`src/rtl/rr_pick.sv`:
```
// Round-robin picker: returns the first set bit of req scanning upward from last+1,
// wrapping modulo NUM_REQ. Purely combinational so later arbiters can reuse it.
module rr_pick #(
    parameter  int NUM_REQ = 4,
    localparam int ID_W    = $clog2(NUM_REQ)
) (
    input  logic [NUM_REQ-1:0] req,
    input  logic [ID_W-1:0]    last,
    output logic               found,
    output logic [ID_W-1:0]    idx
);

    // cand[k] is the index examined at scan distance k+1 from last
    logic [ID_W-1:0] cand [NUM_REQ];

    generate
        for (genvar gi = 0; gi < NUM_REQ; gi++) begin : g_cand
            assign cand[gi] = ID_W'((int'(last) + gi + 1) % NUM_REQ);
        end
    endgenerate

    // Walk from farthest to nearest so the nearest valid candidate wins
    always_comb begin
        found = 1'b0;
        idx   = '0;
        for (int k = NUM_REQ - 1; k >= 0; k--) begin
            if (req[cand[k]]) begin
                found = 1'b1;
                idx   = cand[k];
            end
        end
    end

endmodule

```
`src/rtl/fifo_write_arbiter.sv`:
```
// Packet-based round-robin arbiter sharing one FIFO write port between NUM_REQ producers.
// The owner keeps the port from its first word until a word flagged last is accepted.
module fifo_write_arbiter #(
    parameter  int NUM_REQ   = 4,
    parameter  int BIT_WIDTH = 8,
    localparam int ID_W      = $clog2(NUM_REQ)
) (
    input  logic                         clk,
    input  logic                         rst,
    input  logic [NUM_REQ-1:0]           req_valid,
    input  logic [NUM_REQ-1:0]           req_last,
    input  logic [NUM_REQ*BIT_WIDTH-1:0] req_data,
    output logic [NUM_REQ-1:0]           req_ready,
    output logic                         fifo_write,
    output logic [BIT_WIDTH-1:0]         fifo_write_data,
    input  logic                         fifo_can_write,
    output logic [ID_W-1:0]              grant_id,
    output logic                         busy
);

    localparam logic IDLE   = 1'b0;
    localparam logic LOCKED = 1'b1;

    logic            state_reg, state_next;
    logic [ID_W-1:0] owner_reg, owner_next;
    logic [ID_W-1:0] last_grant_reg, last_grant_next;
    logic            pick_found;
    logic [ID_W-1:0] pick_idx;

    logic [BIT_WIDTH-1:0] lane [NUM_REQ];

    generate
        for (genvar gi = 0; gi < NUM_REQ; gi++) begin : g_lane
            assign lane[gi] = req_data[gi*BIT_WIDTH +: BIT_WIDTH];
        end
    endgenerate

    rr_pick #(
        .NUM_REQ (NUM_REQ)
    ) u_pick (
        .req   (req_valid),
        .last  (last_grant_reg),
        .found (pick_found),
        .idx   (pick_idx)
    );

    always_comb begin
        state_next      = state_reg;
        owner_next      = owner_reg;
        last_grant_next = last_grant_reg;
        req_ready       = '0;
        fifo_write      = 1'b0;
        fifo_write_data = '0;
        case (state_reg)
            IDLE: begin
                // Arbitration cycle: nothing transfers, the winner is only registered
                if (pick_found) begin
                    owner_next = pick_idx;
                    state_next = LOCKED;
                end
            end
            default: begin
                req_ready[owner_reg] = fifo_can_write;
                fifo_write           = req_valid[owner_reg] && fifo_can_write;
                fifo_write_data      = lane[owner_reg];
                if (fifo_write && req_last[owner_reg]) begin
                    state_next      = IDLE;
                    last_grant_next = owner_reg;
                end
            end
        endcase
    end

    always_ff @(posedge clk) begin
        if (!rst) begin
            state_reg      <= IDLE;
            owner_reg      <= '0;
            last_grant_reg <= ID_W'(NUM_REQ - 1);
        end else begin
            state_reg      <= state_next;
            owner_reg      <= owner_next;
            last_grant_reg <= last_grant_next;
        end
    end

    assign busy     = (state_reg == LOCKED);
    assign grant_id = (state_reg == LOCKED) ? owner_reg : '0;

endmodule
```
`config.mk`:
```
export PLATFORM = sky130hd
export DESIGN_NAME = fifo_write_arbiter
export DESIGN_NICKNAME = d
export VERILOG_FILES = /design/src/rtl/rr_pick.sv /design/src/rtl/fifo_write_arbiter.sv
export SDC_FILE = /design/constraint.sdc
export NUM_CORES = 1
export LEC_CHECK = 0
export CAP_MARGIN = 20
export CORE_UTILIZATION = 30
export CTS_BUF_LIST = sky130_fd_sc_hd__clkbuf_4 sky130_fd_sc_hd__clkbuf_8 sky130_fd_sc_hd__clkbuf_16
export DETAILED_ROUTE_END_ITERATION = 8
export PLACE_DENSITY_LB_ADDON = 0.15
export REMOVE_ABC_BUFFERS = 1
export SYNTH_ARGS = -nofsm -noshare
export SYNTH_HDL_FRONTEND = slang
export SYNTH_SLANG_ARGS = --single-unit
```
`constraint.sdc`:
```
create_clock -name clk -period 1.9 [get_ports clk]
set_input_delay 0.38 -clock clk [delete_from_list [all_inputs] [get_ports clk]]
set_output_delay 0.38 -clock clk [all_outputs]
set_load 0.01 [all_outputs]
```
# After elaboration in Yosys (flattened, before gate mapping)
# Index checks and enable logic that the tools add are counted.
# word_totals
ff_bits	5
input_bits	43
output_inout_bits	16
wordCells	56
# op_classes
n_addsub	6
n_lt_le_gt_ge	7
n_mux	32
bitwise	3
reduce_logical	5
# ops
operator	n
$mux 8	3
$bmux 8 s2	1
$lt 2x3->1 const B	5
$mux 1	15
$bmux 1 s2	6
$add 2x2->2 const B	5
$mux 2	5
$and 4x4->4	1
$mux 4	1
$reduce_and 2->1	2
$ge 3x3->1 const B	1
$logic_and 1x1->1	3
$not 2->3	1
$add 2x1->2 const B	1
$demux 1 s2	1
$ge 2x1->1 const B	1
$not 1->1	1

# Depth between registers and ports, before layout
# Gate-level depths: netlist (run 1).
# logic_depth
depth_word	10
mapped_depth	5

# Hierarchy
# Synthesis (run 1) repeated with hierarchy kept, for this count alone.
# hier_totals
cells_unflattened	69
hier_area_um2	684.4
# modules_own_cells
module	instances	cells_each	area_per_inst_um2	seq_area_each_um2
fifo_write_arbiter	1	55	600.6	100.1
rr_pick	1	14	83.8	0.0

# Worst setup path after synthesis (run 1)
# OpenSTA, ideal clock, no wires.
# synth_path
path_type	register to output
start	reg owner_reg[0]
end	out fifo_write_data[0]
arrival_ns	1.272
path_slack_ns	0.248
stages_incl_launch_ff	5
cell_sequence	dfxtp_1 > buf_6 > buf_4 > mux4_2 > and2_1
# synth_via
elab_chain_cells	5
# synth_rtl
item	line	rtl
start, declared	fifo_write_arbiter.sv:25	logic [ID_W-1:0] owner_reg, owner_next;
start signal, assigned	fifo_write_arbiter.sv:81	owner_reg <= owner_next;
$not 2->3 (implied by the code)	fifo_write_arbiter.sv:65	fifo_write_data = lane[owner_reg];
$bmux 8 s2	fifo_write_arbiter.sv:65	
$mux 8 (implied by the code) (2 in series)	fifo_write_arbiter.sv:65	
$mux 8	fifo_write_arbiter.sv:54	case (state_reg)
end, declared	fifo_write_arbiter.sv:15	output logic [BIT_WIDTH-1:0] fifo_write_data,
# No other way between the ends. The select of a mux whose other input is x is not followed.

# Final worst setup path (run 1)
# layout_path
start	reg owner_reg[0]
end	out fifo_write_data[3]
# Same word-level chain as after synthesis.

==> results, run 1 <==
- The run finished, with violations left.
- The checks that failed: negative setup slack.
- The count of endpoints failing setup in the final report is 4.
- In the synthesized netlist, the number of instances is 65.
- The critical path in this run is classified as reg -> out.
- Using the TritonRoute via totals, the vias-per-cell ratio works out to 4.90.
- The critical path runs through a total of 5 cells.
- Across all setup checks in the final design, the least slack found is -0.0240 ns.
- Detailed routing inserted a total of 803 vias.
- The clock tree from TritonCTS is done.
- The kind of end point of the critical path is a primary output.
- After synthesis the netlist holds a flip-flop and latch count of 5.
- By area the synthesized netlist is led by mux4_2 (28%), dfxtp_1 (16%), and2_1 (9.8%), mux4_1 (8.2%), nor2_1 (5.3%).
- The critical path goes through buf_6, buf_6, mux4_2, and2_4, buf_6.
- In the final design database the tool counted 181 nets.
- Counting the fill cells in the layout gives 164.
- CTS saw 5 sinks.
- The final hold slack is 0.515 ns.
- For the worst setup path, the data required time is 1.52 ns.
- For this configuration, the core starts out at a cell density of 0.322.
- The number of detailed-route iterations in the first pass is 4.
- Summing all multi-input logic gate instances after layout gives 504 sq um.
- The portion of synthesized cell area occupied by the leading cell type is 0.282.
- Among all flip-flop cells after synthesis, the most frequent one is dfxtp_1.
- Buffers inserted during clock tree synthesis total 3.
- Along the worst path, the maximum fanout reaches 4.
- The power consumption is 0.000612 W.
- The tightest slew margin relative to the limit is 0.668.
- The number of antenna repair diodes is 0.
- Global routing finished with a remaining overflow of 0.
- The detail route stage leaves a number of antenna-violating nets equal to 0.
- The global placer's final weighted congestion is 0.735.
- The die covers 2320 sq um.
- The critical path capture point is fifo_write_data[3].
- In this run the vertical extent of the chip is 48.1 microns.
- The count of endpoints failing hold in the final timing report is 0.
- In the post-synthesis netlist, the cell with the most instances is and2_1.
- The max-cap check violation count is 0.
- The I/O pin count is 59.
- In this run the critical register-to-register path is captured at last_grant_reg[0].
- The number of cells traversed by the worst register-to-register path is 6.
- In this run the standard cell core region covers 1980 sq um.
- Sorting the synthesized cells by how often they occur yields and2_1 (10), nor2_1 (9), mux4_2 (8).
- The maximum buffer depth of the clock tree is 2.
- In this run, synthesis inferred 0 flip-flops with an integrated enable.
- The biggest area contributor in the post-synthesis netlist is mux4_2.
- The average wire length per cell after detail routing is 12.8 microns.
- The buffer and inverter count on the worst path is 3.
- Synthesis instantiated 26 different standard cells from the library.
- The startpoint kind of the worst setup timing path is a register.
- Setup repair after global routing could not meet its margin everywhere.
- During synthesis, Yosys emitted a total of 0 warnings.
- The beginning of the worst register-to-register path is owner_reg[0].
- Entering global routing, the biggest net connects 17 pins.
- The leakage power is 0.601 nW.
- The number of global-route vias before repair is 661.
- In this run the clock root is driven by a clkbuf_4.
- After synthesis, the share of flip-flops with an asynchronous set or reset is 0.
- The detailed-route DRC error count is 0.
- The post-synthesis instance area is 638 sq um.
- In this run the number of H-tree levels came out at 1.
- At the worst endpoint, the arrival time is 1.54 ns.
- The power per unit of standard cell area is 444 nW/um^2.
- The cell row count is 16.
- The maximum operating frequency is 520 MHz.
- A synthesized cell averages 9.82 sq um.
- Measured along the x axis, the die boundary spans 48.1 microns.
- The slowest stage of the critical path belongs to the cell mux4_2.
- The transition time at the pin with the least slew margin is 0.486 ns.
- In this run the worst setup path begins at owner_reg[0].
- The type of the worst min-delay path is reg -> reg.
- The count of routing violations after the opening detailed-route iteration is 12.
- The setup slack of the worst register-to-register path is 0.24 ns.
- The initial antenna violation count is 0.
- On the final layout, the worst clock skew is 0.00604 ns.
- The largest single stage delay on the critical path is 0.50 ns.
- In the global route stage, overall resource usage came out at 0.179.
- The sequential standard cell area is 101 sq um.
- The sequential share of the synthesized area is 0.157.
- The kind of cell with the highest combined delay along the critical path is multiplexers.
- The most frequent cell on the critical path is buf_6.
- The placed wire-length estimate after detailed placement is 1690 microns.
- After clock tree synthesis, the clock-pin slew on the worst setup and hold paths is 0.05 ns.
- The wire length of the first global-routing pass is 2870 microns.
- The number of port buffers is 58.
- The minimum clock period is 1.92 ns.
- The latest clock arrival within the worst-skew pair is 0.24 ns.
- The sum of routed wire length over all layers is 2110 microns.
- The fraction of final layout cells with drive strength greater than 1 is 0.358.
- Compared with the post-synthesis result, the final layout area differs by 116%.
- The number of pins with negative max-slew slack in the final report is 0.
- The hold buffer count at cts is 0.
- The maximum vdd ir drop is 0.254 mV.
- In the finished design, the share of the clock period the worst path needs comes to 1.01.
==> per-layer routing <==
layer / up-vias / routed length (microns) / share of wire / GRT usage
li1: 390 / - / - / -
met1: 380 / 799 / 0.38 / 0.195
met2: 33 / 1190 / 0.57 / 0.368
met3: 0 / 116 / 0.055 / 0.0296
met4: 0 / 0 / 0 / 0.0167
met5: - / 0 / 0 / 0
==> layout by cell type (no fill, tap or decap), drive strengths merged, types with 5 or more instances in the layout <==
master,n
nor2,9
mux4,10
dlygate4sd2,6
clkdlybuf4s50,39
and2,10
clkbuf,6
buf,24
dfxtp,5
==> final cells by class <==
cell class / count / area share
flip-flops and latches: 5 / 0.0736
multi-input cells: 52 / 0.366
well taps: 27 / 0.0245
clock buffers: 4 / 0.0218
inverters: 3 / 0.00817
repair buffers: 73 / 0.506
==> worst register-to-register path, cell delays in order (launching register included) <==
cell and delay, ns:
dfxtp_2 0.33, buf_4 0.13, buf_4 0.15, mux4_2 0.52, o2111ai_2 0.15, mux2i_1 0.22, nand2_1 0.06
==> cells by family after synthesis <==
| logic type | synth area share |
|---|---|
| AO/OA/AOI/OAI | 0.135 |
| AND/OR/NAND/NOR | 0.227 |
| buffers and inverters | 0.0686 |
| multiplexers | 0.412 |
| flip-flops | 0.157 |
==> stage by stage <==
stage	area (sq um)	setup WS, ns	utilization	cells	setup TNS (ns)
floorplan	606	0.0600	-	60	0
global placement	1320	-0.361	0.667	157	-3.47
detailed placement	1320	-0.405	0.667	157	-3.65
CTS	1340	-0.116	0.677	165	-0.627
global route	1380	-0.0891	0.695	164	-0.393
finish	1380	-0.0240	0.695	164	-0.0687
==> what timing repair did <==
action                     CTS  global route
setup endpoints to repair   14            11
gates resized for setup     47            25
buffers inserted             4             0
pin swaps                    4             4
==> worst min-delay path by stage <==
stage                            startpoint           endpoint  slack (ns)  cells past startpoint
final                     last_grant_reg[0]  last_grant_reg[0]        0.52                      2
after global routing      last_grant_reg[1]  last_grant_reg[1]        0.57                      2
after CTS                 last_grant_reg[0]  last_grant_reg[0]        0.52                      2
after detailed placement  last_grant_reg[0]  last_grant_reg[0]        0.50                      2
after global placement    last_grant_reg[0]  last_grant_reg[0]        0.50                      2
after floorplan                         rst  last_grant_reg[0]        0.44                      1
==> power breakdown <==
part	switching, W	internal [W]
registers	0.00000718	0.000115
clock network	0.0000416	0.0000935
logic	0.000116	0.000238
(Power assumes the default switching activity.)
==> inputs of run 2 (changes only) <==
- CORE_AREA: not set -> 2 2 39 41
- CORE_UTILIZATION: 30 -> not set
- DIE_AREA: not set -> 0 0 41 43
- DONT_BUFFER_PORTS: not set -> 1
==> results, run 2 (synthesized netlist as in run 1, its figures left out) <==
- Derived from the worst setup path, the maximum achievable clock frequency is 546 MHz.
- The number of pins with negative max-slew slack in the final report came to 0.
- The number of global-route vias before repair is 476.
- The power per unit of standard cell area is 613 nW/um^2.
- The maximum fanout count along the critical path is 8.
- Dividing the final minimum period by the clock period gives 0.963.
- The layout-stage area growth over the synthesis result is 10.2%.
- The number of port buffers is 0.
- Dividing the detail-routed via count by the number of cells gives 6.40.
- Setup repair after global routing left no endpoint under its margin.
- The wire length of the first global-routing pass is 1840 microns.
- Summing internal, switching and leakage power gives 0.000431 W.
- The die boundary height is 43 microns.
- Among cell families on the critical path, the largest total delay comes from multiplexers.
- The count of endpoints failing hold in the final timing report was 0.
- For this configuration, the core starts out at a cell density of 0.461.
- The cell row count is 14.
- The worst-case setup margin in the final layout is 0.0699 ns.
- The number of buffers created by CTS is 3.
- The wire-length estimate of the detail-placed layout is 1110 microns.
- The pre-CTS setup slack is 0.266 ns.
- After detailed routing, the total wire length is 1330 microns.
- The run finished with clean final reports.
- The worst-case IR drop observed on VDD is 0.237 mV.
- The die area is 1760 sq um.
- The library cells used most frequently in the layout, excluding fill and tap cells, are mux4_2 (9), nor2_1 (9), and2_1 (7).
- The type of the worst min-delay path is in -> reg.
- The maximum buffer depth of the clock tree is 2.
- The hold buffer count at cts is 0.
- The initial antenna violation count is 0.
- The global placer's final weighted congestion is 0.825.
- STA puts the critical path data required time at 1.52 ns.
- In this design, the stage delay of the slowest critical-path cell is 0.54 ns.
- The number of antenna diodes in the final layout is 0.
- The startpoint kind of the worst setup timing path is a register.
- The minimum clock period is 1.83 ns.
- The latest clock arrival within the worst-skew pair is 0.24 ns.
- The number of detailed-route iterations in the first pass is 2.
- The max-cap check violation count is 0.
- Across all register-to-register paths, the minimum setup slack is 0.38 ns.
- For this run, design rule violations remaining after detail routing come to 0.
- Headroom to the max-slew limit came out at 0.708.
- The I/O pin count is 59.
- The core footprint is 1380 sq um.
- The global-route total usage across every layer is 0.150.
- The detailed router finished its first iteration with 6 violations.
- Walking the worst path, the cells encountered are buf_6, mux4_1, and2_1.
- The clock-pin transition on the worst setup and hold timing paths is 0.04 ns.
- Setup violations remaining at the end of the flow were counted as 0.
- In this run the remaining antenna-violating nets after routing total 0.
- The detailed router placed 544 vias in this run.
- The number of sinks driven by the clock tree is 5.
- The leakage power is 0.265 nW.
- The number of buffers inserted by post-CTS setup repair is 0.
- Gates resized during post-CTS repair numbered 0.
- In this run the number of H-tree levels came out at 1.
- Among all stages on the critical path, the largest delay is contributed by mux4_1.
- The kind of end point of the critical path is a primary output.
- TritonCTS built the clock tree.
- The final net count is 113.
- The critical path in this run is classified as reg -> out.
- Once layout is complete, the utilization of the core stands at 0.508.
- The fill cell total of the finished layout is 129.
- The floorplan step set the die width to 41 microns.
- For the pin with the worst max-slew slack, the measured transition is 0.427 ns.
- The pin count of the biggest net entering global routing is 16.
- Global routing finished with a remaining overflow of 0.
- Together, buffers and inverters on the worst path number 1.
- The setup TNS is 0 ns.
- The average wire length per cell after detail routing is 15.6 microns.
- At the worst endpoint, the arrival time is 1.45 ns.
- The cell at the root of the clock tree is clkbuf_4.
- The worst clock skew is 0.00155 ns.
- In the final layout, the share of cells above drive strength 1 is 0.348.
==> run 2: cell count changes in the layout (fill, tap and decap cells not counted), sizes merged <==
| cell | before | now |
|---|---|---|
| clkbuf | 6 | 4 |
| dlygate4sd2 | 6 | 0 |
| buf | 24 | 5 |
| clkdlybuf4s50 | 39 | 0 |
| dlymetal6s2s | 2 | 0 |
==> run 2: cell type report <==
type | count | area [sq um] | area share
timing repair buffer | 5 | 41.3 | 0.0587
multi-input combinational | 52 | 498 | 0.708
sequential | 5 | 103 | 0.146
tap | 16 | 20.0 | 0.0285
clock buffer | 4 | 30.0 | 0.0427
inverter | 3 | 11.3 | 0.0160
==> run 2: worst paths after layout <==
kind              depth (start not counted)                 end              start
hold / removal                            1   last_grant_reg[0]                rst
setup / recovery                          3  fifo_write_data[7]       owner_reg[0]
hold reg to reg                           2   last_grant_reg[0]  last_grant_reg[0]
setup reg to reg                          5   last_grant_reg[0]       owner_reg[0]
==> run 2: power breakdown <==
part	switching (W)	total [W]	internal (W)	leakage, nW
Clock	0.0000415	0.000135	0.0000935	0.0184
Combinational	0.0000712	0.000169	0.0000977	0.205
Sequential	0.0000120	0.000127	0.000115	0.0419
==> run 2: per-layer routing <==
| layer | GRT usage | routed length [microns] | up-vias | share of wire |
|---|---|---|---|---|
| li1 | - | - | 256 | - |
| met1 | 0.186 | 493 | 255 | 0.37 |
| met2 | 0.247 | 656 | 33 | 0.50 |
| met3 | 0.00524 | 175 | 0 | 0.13 |
| met4 | 0.0800 | 0 | 0 | 0 |
| met5 | 0 | 0 | - | 0 |
==> run 2: stage by stage <==
step                      instance area [sq um]  std cells  hold slack, ns
after floorplan                             606         60           0.442
after global placement                      663         81           0.443
after detailed placement                    663         81           0.452
after CTS                                   693         85           0.197
after global routing                        703         85           0.205
final                                       703         85           0.207
==> inputs of run 3 (changes only) <==
- ABC_CLOCK_PERIOD_IN_PS: not set -> 1900
==> results of run 3 <==
Final layout, timing and power as in run 2 (identical DEF).
